### src/rtl/bp_pkg.sv
// Types and constants shared by the local branch predictor and its
// resolution queue.
package bp_pkg;

  localparam int PC_W = 10;

  typedef struct packed {
    logic [PC_W-1:0] pc;
    logic            taken;
  } bp_entry_t;

  typedef enum logic {
    RUN     = 1'b0,
    RECOVER = 1'b1
  } brq_state_t;

endpackage

### src/rtl/brq_fifo.sv
// Circular buffer of in-flight branch entries in program order.
// The pointers carry an extra wrap bit so that full and empty are exact.
module brq_fifo #(
  parameter  int W     = 11,
  parameter  int DEPTH = 8,
  localparam int AW    = $clog2(DEPTH),
  localparam int CW    = $clog2(DEPTH + 1)
) (
  input  logic          clock,
  input  logic          reset,
  input  logic          i_push,
  input  logic [W-1:0]  i_wdata,
  input  logic          i_pop,
  input  logic          i_clear,
  output logic [W-1:0]  o_rdata,
  output logic          o_full,
  output logic          o_empty,
  output logic [CW-1:0] o_count
);

  logic [W-1:0] r_mem [DEPTH];
  logic [AW:0]  r_head;
  logic [AW:0]  r_tail;
  logic         w_do_push;
  logic         w_do_pop;

  assign o_empty = (r_head == r_tail);
  assign o_full  = (r_head[AW] != r_tail[AW]) &&
                   (r_head[AW-1:0] == r_tail[AW-1:0]);
  assign o_count = r_tail - r_head;
  assign o_rdata = r_mem[r_head[AW-1:0]];

  // A clear drops every entry, so a push offered alongside it is ignored.
  assign w_do_push = i_push && !o_full && !i_clear;
  assign w_do_pop  = i_pop && !o_empty && !i_clear;

  always_ff @(posedge clock) begin
    if (!reset) begin
      r_head <= '0;
      r_tail <= '0;
    end else begin
      if (w_do_push) r_tail <= r_tail + 1'b1;
      if (i_clear)       r_head <= r_tail;
      else if (w_do_pop) r_head <= r_head + 1'b1;
    end
  end

  always_ff @(posedge clock) begin
    if (w_do_push) r_mem[r_tail[AW-1:0]] <= i_wdata;
  end

endmodule

### src/rtl/branch_resolve_queue.sv
// Resolution-side queue: holds issued predictions, resolves them in order,
// drives predictor training, squashes wrong-path entries on a mispredict.
module branch_resolve_queue #(
  parameter  int PC_W  = bp_pkg::PC_W,
  parameter  int DEPTH = 8,
  parameter  int CNT_W = 16,
  localparam int OCC_W = $clog2(DEPTH + 1)
) (
  input  logic             clock,
  input  logic             reset,
  input  logic             pred_valid,
  input  logic [PC_W-1:0]  pred_pc,
  input  logic             pred_taken,
  output logic             pred_ready,
  input  logic             res_valid,
  input  logic             res_taken,
  output logic             res_ready,
  output logic             upd_valid,
  output logic [PC_W-1:0]  upd_pc,
  output logic             upd_taken,
  output logic             upd_mispredict,
  output logic             flush,
  output logic [OCC_W-1:0] occupancy,
  output logic [CNT_W-1:0] branch_count,
  output logic [CNT_W-1:0] mispredict_count
);
  import bp_pkg::*;

  function automatic logic [CNT_W-1:0] sat_inc(input logic [CNT_W-1:0] v);
    return (&v) ? v : v + 1'b1;
  endfunction

  brq_state_t       r_state;
  brq_state_t       w_state_nxt;
  logic             w_full;
  logic             w_empty;
  logic [PC_W:0]    w_rd_entry;
  logic [PC_W-1:0]  w_rd_pc;
  logic             w_rd_taken;
  logic             w_push;
  logic             w_pop;
  logic             w_mis;

  assign w_rd_pc    = w_rd_entry[PC_W:1];
  assign w_rd_taken = w_rd_entry[0];

  assign pred_ready = (r_state == RUN) && !w_full;
  assign res_ready  = !w_empty;

  assign w_pop  = res_valid && res_ready;
  assign w_mis  = w_pop && (w_rd_taken != res_taken);
  // A push in the mispredict cycle is on the wrong path and is dropped.
  assign w_push = pred_valid && pred_ready && !w_mis;

  brq_fifo #(
    .W     (PC_W + 1),
    .DEPTH (DEPTH)
  ) u_fifo (
    .clock   (clock),
    .reset   (reset),
    .i_push  (w_push),
    .i_wdata ({pred_pc, pred_taken}),
    .i_pop   (w_pop),
    .i_clear (w_mis),
    .o_rdata (w_rd_entry),
    .o_full  (w_full),
    .o_empty (w_empty),
    .o_count (occupancy)
  );

  always_ff @(posedge clock) begin
    if (!reset) r_state <= RUN;
    else        r_state <= w_state_nxt;
  end

  always_comb begin
    w_state_nxt = r_state;
    case (r_state)
      RUN:     if (w_mis) w_state_nxt = RECOVER;
      RECOVER: w_state_nxt = RUN;
      default: w_state_nxt = RUN;
    endcase
  end

  // Training outputs: pulse valid/flush, hold the data fields between pops.
  always_ff @(posedge clock) begin
    if (!reset) begin
      upd_valid      <= 1'b0;
      upd_pc         <= '0;
      upd_taken      <= 1'b0;
      upd_mispredict <= 1'b0;
      flush          <= 1'b0;
    end else begin
      upd_valid <= w_pop;
      flush     <= w_mis;
      if (w_pop) begin
        upd_pc         <= w_rd_pc;
        upd_taken      <= res_taken;
        upd_mispredict <= w_mis;
      end
    end
  end

  always_ff @(posedge clock) begin
    if (!reset) begin
      branch_count     <= '0;
      mispredict_count <= '0;
    end else begin
      if (w_pop) branch_count     <= sat_inc(branch_count);
      if (w_mis) mispredict_count <= sat_inc(mispredict_count);
    end
  end

endmodule

### config.mk
export PLATFORM = sky130hd
export DESIGN_NAME = branch_resolve_queue
export DESIGN_NICKNAME = d
export VERILOG_FILES = /design/src/rtl/bp_pkg.sv /design/src/rtl/brq_fifo.sv /design/src/rtl/branch_resolve_queue.sv
export SDC_FILE = /design/constraint.sdc
export NUM_CORES = 1
export LEC_CHECK = 0
export ABC_AREA = 1
export CAP_MARGIN = 25
export CORE_MARGIN = 2
export CORE_UTILIZATION = 51
export CTS_CLUSTER_DIAMETER = 30
export DETAILED_ROUTE_END_ITERATION = 8
export PLACE_DENSITY = 0.76
export SLEW_MARGIN = 10
export SYNTH_ARGS = -nofsm -noshare
export SYNTH_HDL_FRONTEND = slang
export SYNTH_SLANG_ARGS = --single-unit
### constraint.sdc
create_clock -name clock -period 2.5 [get_ports clock]
set_input_delay 0.25 -clock clock [delete_from_list [all_inputs] [get_ports clock]]
set_output_delay 0.25 -clock clock [all_outputs]
set_load 0.05 [all_outputs]
# ---- Yosys cells after proc, flatten, opt, wreduce, memory -nomap -nowiden
# Memories as Yosys holds them, arrays and structs flattened. A register that Yosys moved wholly into a read port is not among the register bits.
# Cells that the tools add are included.
dict set report word_totals {
  ff_bits 55
  ramBits 88
  input_bits 16
  word_cells 49
  mem_count 1
}
# memory words word_bits read_ports rd_clocked_by_memory_dff write_ports line
set memory_table {}
lappend memory_table {u_fifo.r_mem 8 11 1 1 1 brq_fifo.sv:21} ;# logic [W-1:0] r_mem [DEPTH];
dict set report op_classes {
  addsub 5
  n_eq_ne 4
  muxes 8
  n_bitwise 3
  n_reduce_logical 18
}
# cell count
set ops {}
lappend ops {{adder 16 x 1 -> 16 bit (second input constant)} 2}
lappend ops {{AND reduction 16 bit} 2}
lappend ops {{logical AND 1 bit} 10}
lappend ops {{adder 4 x 1 -> 4 bit (second input constant)} 2}
lappend ops {{2-to-1 mux 4 bit} 2}
lappend ops {{2-to-1 mux 3 bit} 2}
lappend ops {{== test 4 bit} 1}
lappend ops {{AND reduction 2 bit} 2}
lappend ops {{subtractor 4 bit} 1}
lappend ops {{== test 3 bit} 1}
lappend ops {{zero test 1 bit} 3}
lappend ops {{2-to-1 mux 1 bit} 3}
lappend ops {{NOT 1 bit} 3}
lappend ops {{inequality test 1 bit} 2}
lappend ops {{one-hot mux 1 bit (2 select lines)} 1}
lappend ops {{nonzero test 2 bit} 1}

# ---- Logic depth before layout (Yosys ltp)
# Gate-level depths: netlist of the first run.
dict set report depth {
  word_depth 10
  depth_mapped 13
  ltp_nobuf 12
}

# ---- By module
# A second synthesis of the first run with hierarchy kept.
dict set report hier_totals {
  cells_unflattened 756
  hier_area_um2 6777.8
}
# mod instances cells_each area_each_um2 seq_area_each_um2
set modules_own_cells {}
lappend modules_own_cells {brq_fifo 1 379 4247.8 2862.7}
lappend modules_own_cells {branch_resolve_queue 1 377 2529.9 940.9}

# ---- Worst setup path after synthesis of the first run
# Ideal clock, no wire load.
dict set report synth_path {
  path_type {flip-flop to flip-flop}
  start {register u_fifo.r_tail[0]}
  end {memory u_fifo.r_mem[5][0], enable pin}
  setup_time_ns 0.393
  arrival_ns 2.790
  required_ns 2.107
  setup_slack_ns -0.683
  path_stages_with_launch 11
  n_path_buf 0
  path_cell_list {dfxtp_1 inv_1 ha_1 inv_1 nor3_2 nand2_2 nand2_4 inv_4 nand3_2 nand2_2 nor3_1}
}
dict set report synth_between {
  elab_chain_len 10
}
# item line
set synth_lines {}
lappend synth_lines {{start: declaration} brq_fifo.sv:23} ;# logic [AW:0] r_tail;
lappend synth_lines {{start signal: assignment} brq_fifo.sv:42} ;# if (w_do_push) r_tail <= r_tail + 1'b1;
lappend synth_lines {{== test 4 bit (*)} brq_fifo.sv:27} ;# assign o_empty = (r_head == r_tail);
lappend synth_lines {{zero test 1 bit (*)} branch_resolve_queue.sv:48} ;# assign res_ready = !w_empty;
lappend synth_lines {{via res_ready} branch_resolve_queue.sv:17} ;# output logic res_ready,
lappend synth_lines {{logical AND 1 bit (*)} branch_resolve_queue.sv:50} ;# assign w_pop = res_valid && res_ready;
lappend synth_lines {{logical AND 1 bit (*)} branch_resolve_queue.sv:51} ;# assign w_mis = w_pop && (w_rd_taken != res_taken);
lappend synth_lines {{zero test 1 bit (*)} {brq_fifo.sv:34, branch_resolve_queue.sv:53}}
lappend synth_lines {{logical AND 1 bit} branch_resolve_queue.sv:53} ;# assign w_push = pred_valid && pred_ready && !w_mis;
lappend synth_lines {{logical AND 1 bit} brq_fifo.sv:34} ;# assign w_do_push = i_push && !o_full && !i_clear;
lappend synth_lines {{logical AND 1 bit (*)} brq_fifo.sv:34}
lappend synth_lines {{2-to-1 mux 1 bit (*)} brq_fifo.sv:49} ;# if (w_do_push) r_mem[r_tail[AW-1:0]] <= i_wdata;
lappend synth_lines {{2-to-1 mux 1 bit (not written as such) (*)} brq_fifo.sv:49}
lappend synth_lines {{end: declaration} brq_fifo.sv:21}
# Mark *: on every way through the listed nets, which the timed path passes. The rest lies on a longest branch.

# ---- Worst setup path after layout of the first run
dict set report layout_path {
  start {register u_fifo.r_head[1]}
  end {memory u_fifo.r_mem[2][6], enable pin}
}
dict set report layout_between {
  elab_chain_len 10
}
# item line
set layout_lines {}
lappend layout_lines {{start: declaration} brq_fifo.sv:22} ;# logic [AW:0] r_head;
lappend layout_lines {{start signal: assignment} brq_fifo.sv:43} ;# if (i_clear) r_head <= r_tail;
lappend layout_lines {{start signal: assignment} brq_fifo.sv:44} ;# else if (w_do_pop) r_head <= r_head + 1'b1;
lappend layout_lines {{== test 4 bit or == test 3 bit (tied branches)} {brq_fifo.sv:27, brq_fifo.sv:29}}
lappend layout_lines {{zero test 1 bit or logical AND 1 bit (tied branches)} {branch_resolve_queue.sv:48, brq_fifo.sv:28}}
lappend layout_lines {{logical AND 1 bit or zero test 1 bit (tied branches)} {branch_resolve_queue.sv:50, brq_fifo.sv:34, branch_resolve_queue.sv:47}}
lappend layout_lines {{logical AND 1 bit, on equally long branches} {branch_resolve_queue.sv:51, branch_resolve_queue.sv:47}}
lappend layout_lines {{zero test 1 bit or logical AND 1 bit (tied branches)} {brq_fifo.sv:34, branch_resolve_queue.sv:53}}
lappend layout_lines {{logical AND 1 bit} branch_resolve_queue.sv:53}
lappend layout_lines {{logical AND 1 bit} brq_fifo.sv:34}
lappend layout_lines {{logical AND 1 bit (*)} brq_fifo.sv:34}
lappend layout_lines {{2-to-1 mux 1 bit (*)} brq_fifo.sv:49}
lappend layout_lines {{2-to-1 mux 1 bit (not written as such) (*)} brq_fifo.sv:49}
# Every way passes the cells marked *; elsewhere a longest branch is shown, timed or not.

==> results_dict.tcl, run 1 <==
set metrics [dict create \
    r2r_cells 12 \
    final_antenna_net_count 0 \
    ys.flop_type "edfxtp_1" \
    synth_edf_count 88 \
    dieArea_sq_mm 0.0135 \
    overflow 0 \
    num_antenna_cells 0 \
    yosysTopAreaCellShare_pct 41.3 \
    clk_pin_slew_worst_paths_ns 0.06 \
    synthAdderAreaFrac_pct 1.68 \
    syn_area_sq_mm 0.00640 \
    die_x_microns 116 \
    synth_mux_area_share_pct 0 \
    post-place-ws_ns 0.161 \
    slew_violations 0 \
    max_stage_delay_ns 0.43 \
    p_leak_uw 0.00290 \
    antenna_found_initial 0 \
    grt_start_max_net_pins 31 \
    synth.avg_cell_area_sq_um 9.86 \
    crit_path_end_kind "register" \
    ys.warnings.count 0 \
    root_buffer "clkbuf_16" \
    postLayoutCoreUtil_pct 66.7 \
    ys_seq_area_share_pct 59.5 \
    synth_top_family_by_area "simple AND/OR/NAND/NOR gates" \
    switchingPower_uw 4200 \
    final_layout_size_suffix_gt1_share_pct 12.2 \
    dr.pass1.iters 5 \
    synth_cells 649 \
    portBuffers 67 \
    ys_ff_latch 146 \
    globalplace.congestion 0.927 \
    routed_wl_mm 14.6 \
    cts_made_buffers 17 \
    initial_core_util_pct 52.8 \
    fillers 917 \
    worst_path_most_repeated_cell "nand2_8" \
    track_usage_pct 22.9 \
    cts_htree_levels 4 \
    seqPwrFrac_pct 31.4 \
    crit_path_start_kind "register" \
    synth_area_leader_cell "edfxtp_1" \
    syn_nets 673 \
    combPwrFrac_pct 41.9 \
    wire_per_inst_microns 16.0 \
    slew_headroom_pct 65.7 \
    drc_errors 0 \
    synthDistinctLibCells 40 \
    setup_viol 0 \
    via_per_inst 5.46 \
    pin_count 68 \
    path_class "reg -> reg" \
    cts_tree "done" \
    grt_pass1_vias 4604 \
    reg2reg_to "u_fifo.r_mem[2][6]" \
    register_area_sq_mm 0.00381 \
    areaGrowthSynthToFinish_pct 26.3 \
    num_vias 4955 \
    rows 40 \
    p_per_area_mw_per_mm2 1250 \
    ys_async_sr_fraction_pct 0 \
    cp.arrival_ns 2.45 \
    die_h_microns 116 \
    clock_skew_ns 0.00957 \
    whs_path_depth 1 \
    drt_iter0_markers 623 \
    r2r_start "u_fifo.r_head[1]" \
    nets 751 \
    min-delay-start "r_state" \
    ir_worst_vdd_v 0.000737 \
    hold_class "reg -> reg" \
    yosys.area_share.simple_pct 18.3 \
    clk_path_buf_depth 2 \
    clkPwrFrac_pct 26.7 \
    synth_xor_area_share_pct 3.68 \
    fin_ws_ns 0.139 \
    period_share_pct 94.4 \
    clock_latency_ns 0.43 \
    worst_slew_pin_slew_ns 0.513 \
    ctsHoldBuffers 0 \
    crit_slowest_cell "dfxtp_1" \
    fmax_mhz 424 \
    crit_fanout 11 \
    core-area_sq_mm 0.0121 \
    fin_crit_ns 2.36 \
    hold_viol_final 0 \
    tns_ns 0 \
    clock_sinks 146 \
    multi_input_area_sq_mm 0.00239 \
    synth-compound-area-share_pct 11.6 \
    crit_required_ns 2.59 \
    holdPathEnd "r_state" \
    hpwl_mm 10.1 \
    yosys-top-cells-area "edfxtp_1 (41%), dfxtp_1 (18%), nand2_1 (5.9%), nor2_1 (4.5%), o21ai_0 (3.8%)" \
    worstPathCellList "inv_1 > ha_1 > inv_1 > nor3_4 > nand2_4 > nand2_8 > inv_8 > nand3_4 > nand2_8 > inv_6 > nand2_8 > nor2_4" \
    cap_violations 0 \
    internal-power_uw 5930 \
    rrSetupSlack_ns 0.14 \
    rsz0062_at_grt "false" \
    status "completed" \
    grt_pass1_wl_mm 23.2 \
    switching_share_pct 41.5 \
]
==> metrics by stage <==
stage | instances | hold slack [ns] | total power [uW] | cell area [sq um]
3_3_place_gp | 876 | 0.420 | 7340 | 7450
2_1_floorplan | 649 | 0.349 | 6270 | 6560
5_1_grt | 908 | 0.439 | 10600 | 8080
3_5_place_dp | 876 | 0.424 | 7460 | 7450
4_1_cts | 908 | 0.434 | 10200 | 8080
6_report | 908 | 0.446 | 10100 | 8080
==> Yosys cell counts (2+ instances only) <==
cell type	n
clkbuf_1	21
nand2_2	5
nand4_1	4
inv_4	2
xor2_1	17
nand3_2	3
o211ai_1	10
o221ai_1	10
buf_4	2
nand2_4	3
inv_1	53
inv_2	2
nand2_1	101
edfxtp_1	88
xnor2_1	8
dfxtp_1	58
ha_1	7
buf_2	3
nor2_4	3
o22ai_1	10
nand3_1	41
nor3_1	10
a21oi_1	47
o21ai_0	49
nor2_1	76
nand3b_1	2
==> cell families (layout without fill, tap and decap cells) <==
kind of cell    count (synthesis)  count (layout)
buf+inv                        84             175
fa+ha+maj                       8               8
xor+xnor                       26              26
simple gates                  254             254
compound gates                131             131
flops                         146             146
==> cell type report <==
type	count	share of cell area, %
Timing Repair Buffer	86	9.93
Sequential cell	146	47.1
Clock inverter	15	2.52
Tap cell	168	2.60
Multi-Input combinational cell	419	29.6
Inverter	57	2.97
Clock buffer	17	5.27
==> critical path: cells and delay by family, from the launching register on <==
family	cells	cell delay, ns
flops	1	0.43
simple gates	7	1.01
fa+ha+maj	1	0.29
buf+inv	4	0.29
==> worst max path at each step <==
stage                           startpoint                  end  slack [ns]  cells past startpoint
after global routing      u_fifo.r_head[1]   u_fifo.r_mem[2][2]       0.006                     12
after CTS                 u_fifo.r_head[1]   u_fifo.r_mem[2][9]        0.14                     12
after floorplan           u_fifo.r_tail[0]   u_fifo.r_mem[0][0]       -0.03                     12
after detailed placement  u_fifo.r_head[1]  u_fifo.r_mem[2][10]        0.16                     12
after global placement    u_fifo.r_head[2]  u_fifo.r_mem[4][10]        0.25                     12
final                     u_fifo.r_head[1]   u_fifo.r_mem[2][6]        0.14                     12
==> placed cells by master (no fill, tap or decap), types with 2 or more instances in the layout <==
cell and count:
xor2_1 17, inv_1 51, nor3_4 4, a21oi_1 47, nand3_1 41, clkbuf_16 17
clkinvlp_4 4, edfxtp_1 88, nor2_1 71, clkinv_1 2, dfxtp_1 57, nand3b_1 2
nor3_1 7, nand3_2 2, nor2_4 7, nand2_8 3, inv_6 4, clkdlybuf4s50_1 62
o211ai_1 10, nand2_2 3, o22ai_1 10, nand2_4 3, xnor2_1 8, nand4_1 4
buf_4 23, nand2_1 100, o221ai_1 10, ha_1 6, inv_8 4, o21ai_0 49
bufinv_16 4
==> per-layer routing <==
metal | track usage, % | part of all wire (%) | wire length [microns]
met3 | 5.33 | 6.2 | 901
met1 | 30.6 | 44 | 6420
met2 | 36.7 | 48 | 6970
met4 | 8.57 | 1.9 | 278
met5 | 0 | 0 | 0
==> flip-flops by register name (all words and copies together) (netlist names), named ones only <==
register / cells
u_fifo.r_mem: 88
mispredict_count: 16
flush: 1
r_state: 1
u_fifo.r_tail: 4
upd_valid: 1
u_fifo.r_head: 4
branch_count: 16
upd_taken: 1
upd_pc: 10
upd_mispredict: 1
==> repair_timing <==
action,4_1_cts,5_1_grt
gates resized for setup,1,0
endpoints found under the setup margin,1,11
pin swaps,0,1
buffers inserted,0,0
==> power by group through the flow <==
stage	logic (uW)	clock network, uW	registers, uW
3_3_place_gp	4140	0	3200
2_1_floorplan	2640	0	3640
3_5_place_dp	4240	0	3230
4_1_cts	4250	2730	3180
6_report	4240	2700	3180
5_1_grt	4560	2840	3210
No activity file was read; power rests on OpenSTA's default activity.
==> inputs of run 2 (changes only) <==
Settings changed: CORE_MARGIN 2 to unset.
==> results_dict.tcl, run 2 (synthesis gave the netlist of run 1 again) <==
set metrics [dict create \
    crit_end "u_fifo.r_mem[0][3]" \
    final_layout_size_suffix_gt1_share_pct 11.9 \
    antenna_found_initial 0 \
    grt_pass1_wl_mm 23.4 \
    max_stage_delay_ns 0.38 \
    via_per_inst 5.48 \
    worst_path_most_repeated_cell "nand2_8" \
    hold_class "reg -> reg" \
    globalplace.congestion 0.894 \
    rows 40 \
    cts_htree_levels 4 \
    crit_slowest_cell "dfxtp_1" \
    ctsHoldBuffers 0 \
    wl_met1_mm 6.31 \
    cts_tree "done" \
    drc_errors 0 \
    slew_headroom_pct 57.3 \
    crit_required_ns 2.58 \
    crit_path_start_kind "register" \
    path_delay_family "simple AND/OR/NAND/NOR gates" \
    core-area_sq_mm 0.0121 \
    grt_pass1_vias 4750 \
    drt_iter0_markers 460 \
    routed_wl_mm 14.7 \
    worst_slew_pin_slew_ns 0.639 \
    status "completed" \
    cts_made_buffers 17 \
    route.met2.wl_mm 7.19 \
    reg2reg_to "u_fifo.r_mem[0][3]" \
    multi_input_area_sq_mm 0.00239 \
    worstPathCellList "inv_1 > ha_1 > inv_1 > nor3_4 > nand2_4 > nand2_8 > inv_8 > nand3_4 > nand2_8 > inv_6 > nand2_8 > nor2_4" \
    wire_per_inst_microns 16.2 \
    rrSetupSlack_ns 0.12 \
    track_usage_pct 23.9 \
    crit_start "u_fifo.r_head[2]" \
    hold_viol_final 0 \
    grt_start_max_net_pins 26 \
    clock_skew_ns 0.0101 \
    fillers 904 \
    ir_worst_vdd_v 0.000765 \
    nets 750 \
    clock_sinks 146 \
    slew_violations 0 \
    clk_pin_slew_worst_paths_ns 0.06 \
    num_antenna_cells 0 \
    root_buffer "clkbuf_16" \
    crit_fanout 11 \
    path_class "reg -> reg" \
    cp.arrival_ns 2.47 \
    path_depth 12 \
    tns_ns 0 \
    crit_path_end_kind "register" \
    layout_common_cells "nand2_1 (100), edfxtp_1 (88), nor2_1 (71), clkdlybuf4s50_1 (62), dfxtp_1 (57)" \
    fin_crit_ns 2.38 \
    dieArea_sq_mm 0.0130 \
    r2r_cells 12 \
    fmax_mhz 420 \
    portBuffers 67 \
    clk_path_buf_depth 2 \
    areaGrowthSynthToFinish_pct 26.4 \
    p_per_area_mw_per_mm2 1260 \
    clock_latency_ns 0.42 \
    final_antenna_net_count 0 \
    hpwl_mm 10.2 \
    register_area_sq_mm 0.00381 \
    die_x_microns 114 \
    rsz0062_at_grt "false" \
    pin_count 68 \
    p_leak_uw 0.00291 \
    wl_met3_microns 914 \
    dr.pass1.iters 7 \
    critPathBufInv 4 \
    overflow 0 \
    routed.top_layer "met4" \
    final_common_cell "nand2_1" \
    cap_violations 0 \
    period_share_pct 95.3 \
    postLayoutCoreUtil_pct 66.7 \
    largest_register_ffs 88 \
    num_vias 4967 \
    r2r_start "u_fifo.r_head[2]" \
    die_h_microns 114 \
    initial_core_util_pct 52.8 \
    setup_viol 0 \
]
## run 2: cell types whose count changed in the layout (fill, tap and decap cells not counted), sizes merged
cell / previous run / this run
inv: 61 / 58
clkinvlp: 4 / 1
clkbuf: 17 / 20
bufinv: 4 / 5
buf: 23 / 22
clkinv: 3 / 5
## run 2: worst min-delay path by stage
stage,start,endpoint,depth (start not counted)
floorplan,pred_taken,u_fifo.r_mem[0][0],0
global placement,r_state,r_state,1
detailed placement,r_state,r_state,1
CTS,r_state,r_state,1
global route,r_state,r_state,1
finish,r_state,r_state,1
## run 2: final cells by class
cell class                 count  area share [%]
clock inverter                12            2.52
multi-input combinational    419            29.6
inverter                      57            2.97
tap                          168            2.60
sequential                   146            47.1
timing repair buffer          85            9.83
clock buffer                  20            5.40
## run 2: through the flow
step                setup slack [ns]  hold slack [ns]  instance area, sq um  total power (uW)  std cells
floorplan                    -0.0323            0.349                  6560              6270        649
global placement               0.240            0.422                  7440              7330        875
detailed placement             0.118            0.426                  7440              7480        875
CTS                            0.104            0.442                  8080             10200        907
global route                  0.0172            0.447                  8080             10600        907
finish                         0.117            0.444                  8080             10200        907
## run 2: where the power goes
| group | switching (uW) | total (uW) | internal, uW | leakage (uW) |
|---|---|---|---|---|
| sequential | 234 | 3180 | 2950 | 0.00127 |
| combinational | 2940 | 4240 | 1300 | 0.00133 |
| clock | 982 | 2760 | 1780 | 0.000313 |
| total | 4160 | 10200 | 6020 | 0.00291 |
## run 2: per-layer routing
metal	global-route usage, %	vias to the layer above
met3	6.16	23
met1	31.0	2365
met2	38.8	185
li1	-	2394
met4	8.40	0
met5	0	-
## run 2: repair_timing
item / 4_1_cts / 5_1_grt
resized for setup: 1 / 0
endpoints found under the setup margin: 1 / 11
setup buffers: 0 / 0
pin swaps: 0 / 1
==> inputs of run 3 (changes only) <==
Settings changed: PLACE_DENSITY 0.76 to 0.75.
==> results_dict.tcl, run 3 (synthesis gave the netlist of run 1 again) <==
set metrics [dict create \
    cts_htree_levels 4 \
    initial_core_util_pct 52.8 \
    clk_pin_slew_worst_paths_ns 0.06 \
    switching_share_pct 41.0 \
    num_antenna_cells 0 \
    seqPwrFrac_pct 31.2 \
    nets 756 \
    clock_latency_ns 0.43 \
    drt_iter0_markers 400 \
    final_common_cell "nand2_1" \
    combPwrFrac_pct 42.6 \
    ir_worst_vdd_v 0.000776 \
    crit_required_ns 2.25 \
    core-area_sq_mm 0.0121 \
    track_usage_pct 24.4 \
    path_delay_family "buffers and inverters" \
    final_antenna_net_count 0 \
    layout_common_cells "nand2_1 (100), edfxtp_1 (88), nor2_1 (71), clkdlybuf4s50_1 (62), dfxtp_1 (57)" \
    p_per_area_mw_per_mm2 1250 \
    final_cells 913 \
    route.met2.wl_mm 7.15 \
    setup_viol 0 \
    areaGrowthSynthToFinish_pct 27.6 \
    fin_crit_ns 2.34 \
    fillers 951 \
    antenna_found_initial 0 \
    largest_register_ffs 88 \
    crit_fanout 8 \
    p_leak_uw 0.00294 \
    cap_violations 0 \
    max_stage_delay_ns 0.56 \
    die_x_microns 114 \
    routed_wl_mm 14.8 \
    ctsHoldBuffers 0 \
    crit_slowest_cell "dlygate4sd2_1" \
    num_vias 4985 \
    clk_path_buf_depth 2 \
    final_layout_size_suffix_gt1_share_pct 12.8 \
    rsz0062_at_grt "false" \
    overflow 0 \
    drc_errors 0 \
    grt_pass1_wl_mm 23.9 \
    portBuffers 67 \
    die_h_microns 114 \
    slew_headroom_pct 39.0 \
    routed.top_layer "met4" \
    globalplace.congestion 0.883 \
    hold_viol_final 0 \
    pin_count 68 \
    wl_met3_microns 615 \
    worstPathCellList "ha_1 > inv_1 > nor3_4 > nand2_4 > dlygate4sd2_1" \
    rows 40 \
    grt_pass1_vias 4864 \
    slew_violations 0 \
    wire_per_inst_microns 16.2 \
    cts_made_buffers 17 \
    clock_sinks 146 \
    wl_met1_mm 6.71 \
    crit_path_start_kind "register" \
    dr.pass1.iters 5 \
    via_per_inst 5.46 \
    hpwl_mm 9.72 \
    cp.arrival_ns 2.09 \
    dp.cells 877 \
    grt_start_max_net_pins 26 \
    fmax_mhz 428 \
    hold_class "reg -> reg" \
    critPathBufInv 2 \
    root_buffer "clkbuf_16" \
    dieArea_sq_mm 0.0130 \
    switchingPower_uw 4170 \
    status "completed" \
    clock_skew_ns 0.00681 \
    internal-power_uw 6000 \
    rrSetupSlack_ns 0.19 \
    finalPower_uw 10200 \
    cts_tree "done" \
    clkPwrFrac_pct 26.2 \
    worst_slew_pin_slew_ns 0.914 \
    crit_path_end_kind "primary output" \
    path_class "reg -> out" \
    period_share_pct 93.4 \
]
run 3: cell count changes in the layout (fill, tap and decap cells not counted), sizes merged:
cell and delta:
buf +6, clkinvlp +2, clkinv -1, bufinv -1
run 3: per-layer routing:
layer / vias up / global-route usage, %
met5: - / 0
met4: 0 / 11.4
met3: 27 / 5.31
met2: 158 / 40.3
met1: 2400 / 30.8
li1: 2400 / -
run 3: worst paths after layout:
check | start | end | cells after the start
max | u_fifo.r_tail[2] | res_ready | 5
min | r_state | r_state | 1
max reg2reg | u_fifo.r_tail[2] | u_fifo.r_mem[4][2] | 11
min reg2reg | r_state | r_state | 1
run 3: area by class of cell:
class / instances / area [sq um] / area share (%)
Tap cell: 168 / 210 / 2.57
Sequential cell: 146 / 3810 / 46.6
Clock buffer: 20 / 447 / 5.47
Multi-Input combinational cell: 419 / 2390 / 29.3
Timing Repair Buffer: 91 / 890 / 10.9
Inverter: 57 / 240 / 2.94
Clock inverter: 12 / 180 / 2.21
run 3: timing repair:
item	CTS	global route
gates resized for setup	1	0
endpoints found under the setup margin	1	44
pin swaps	0	2
setup buffers	0	4
run 3: power groups by stage:
| stage | combinational (uW) | clock, uW | sequential [uW] |
|---|---|---|---|
| floorplan | 2640 | 0 | 3640 |
| global placement | 4160 | 0 | 3200 |
| detailed placement | 4260 | 0 | 3220 |
| CTS | 4280 | 2700 | 3170 |
| global route | 4650 | 2810 | 3210 |
| finish | 4330 | 2670 | 3170 |
run 3: per-stage QoR:
step / instance area, sq um / setup TNS [ns] / worst slack (ns) / hold WS (ns) / util [%]
after CTS: 8080 / 0 / 0.0807 / 0.445 / 66.7
after floorplan: 6560 / -1.13 / -0.0323 / 0.349 / -
after global routing: 8160 / 0 / 0.0177 / 0.466 / 67.4
final: 8160 / 0 / 0.164 / 0.440 / 67.4
after global placement: 7460 / 0 / 0.225 / 0.427 / 61.6
after detailed placement: 7460 / 0 / 0.0964 / 0.430 / 61.6
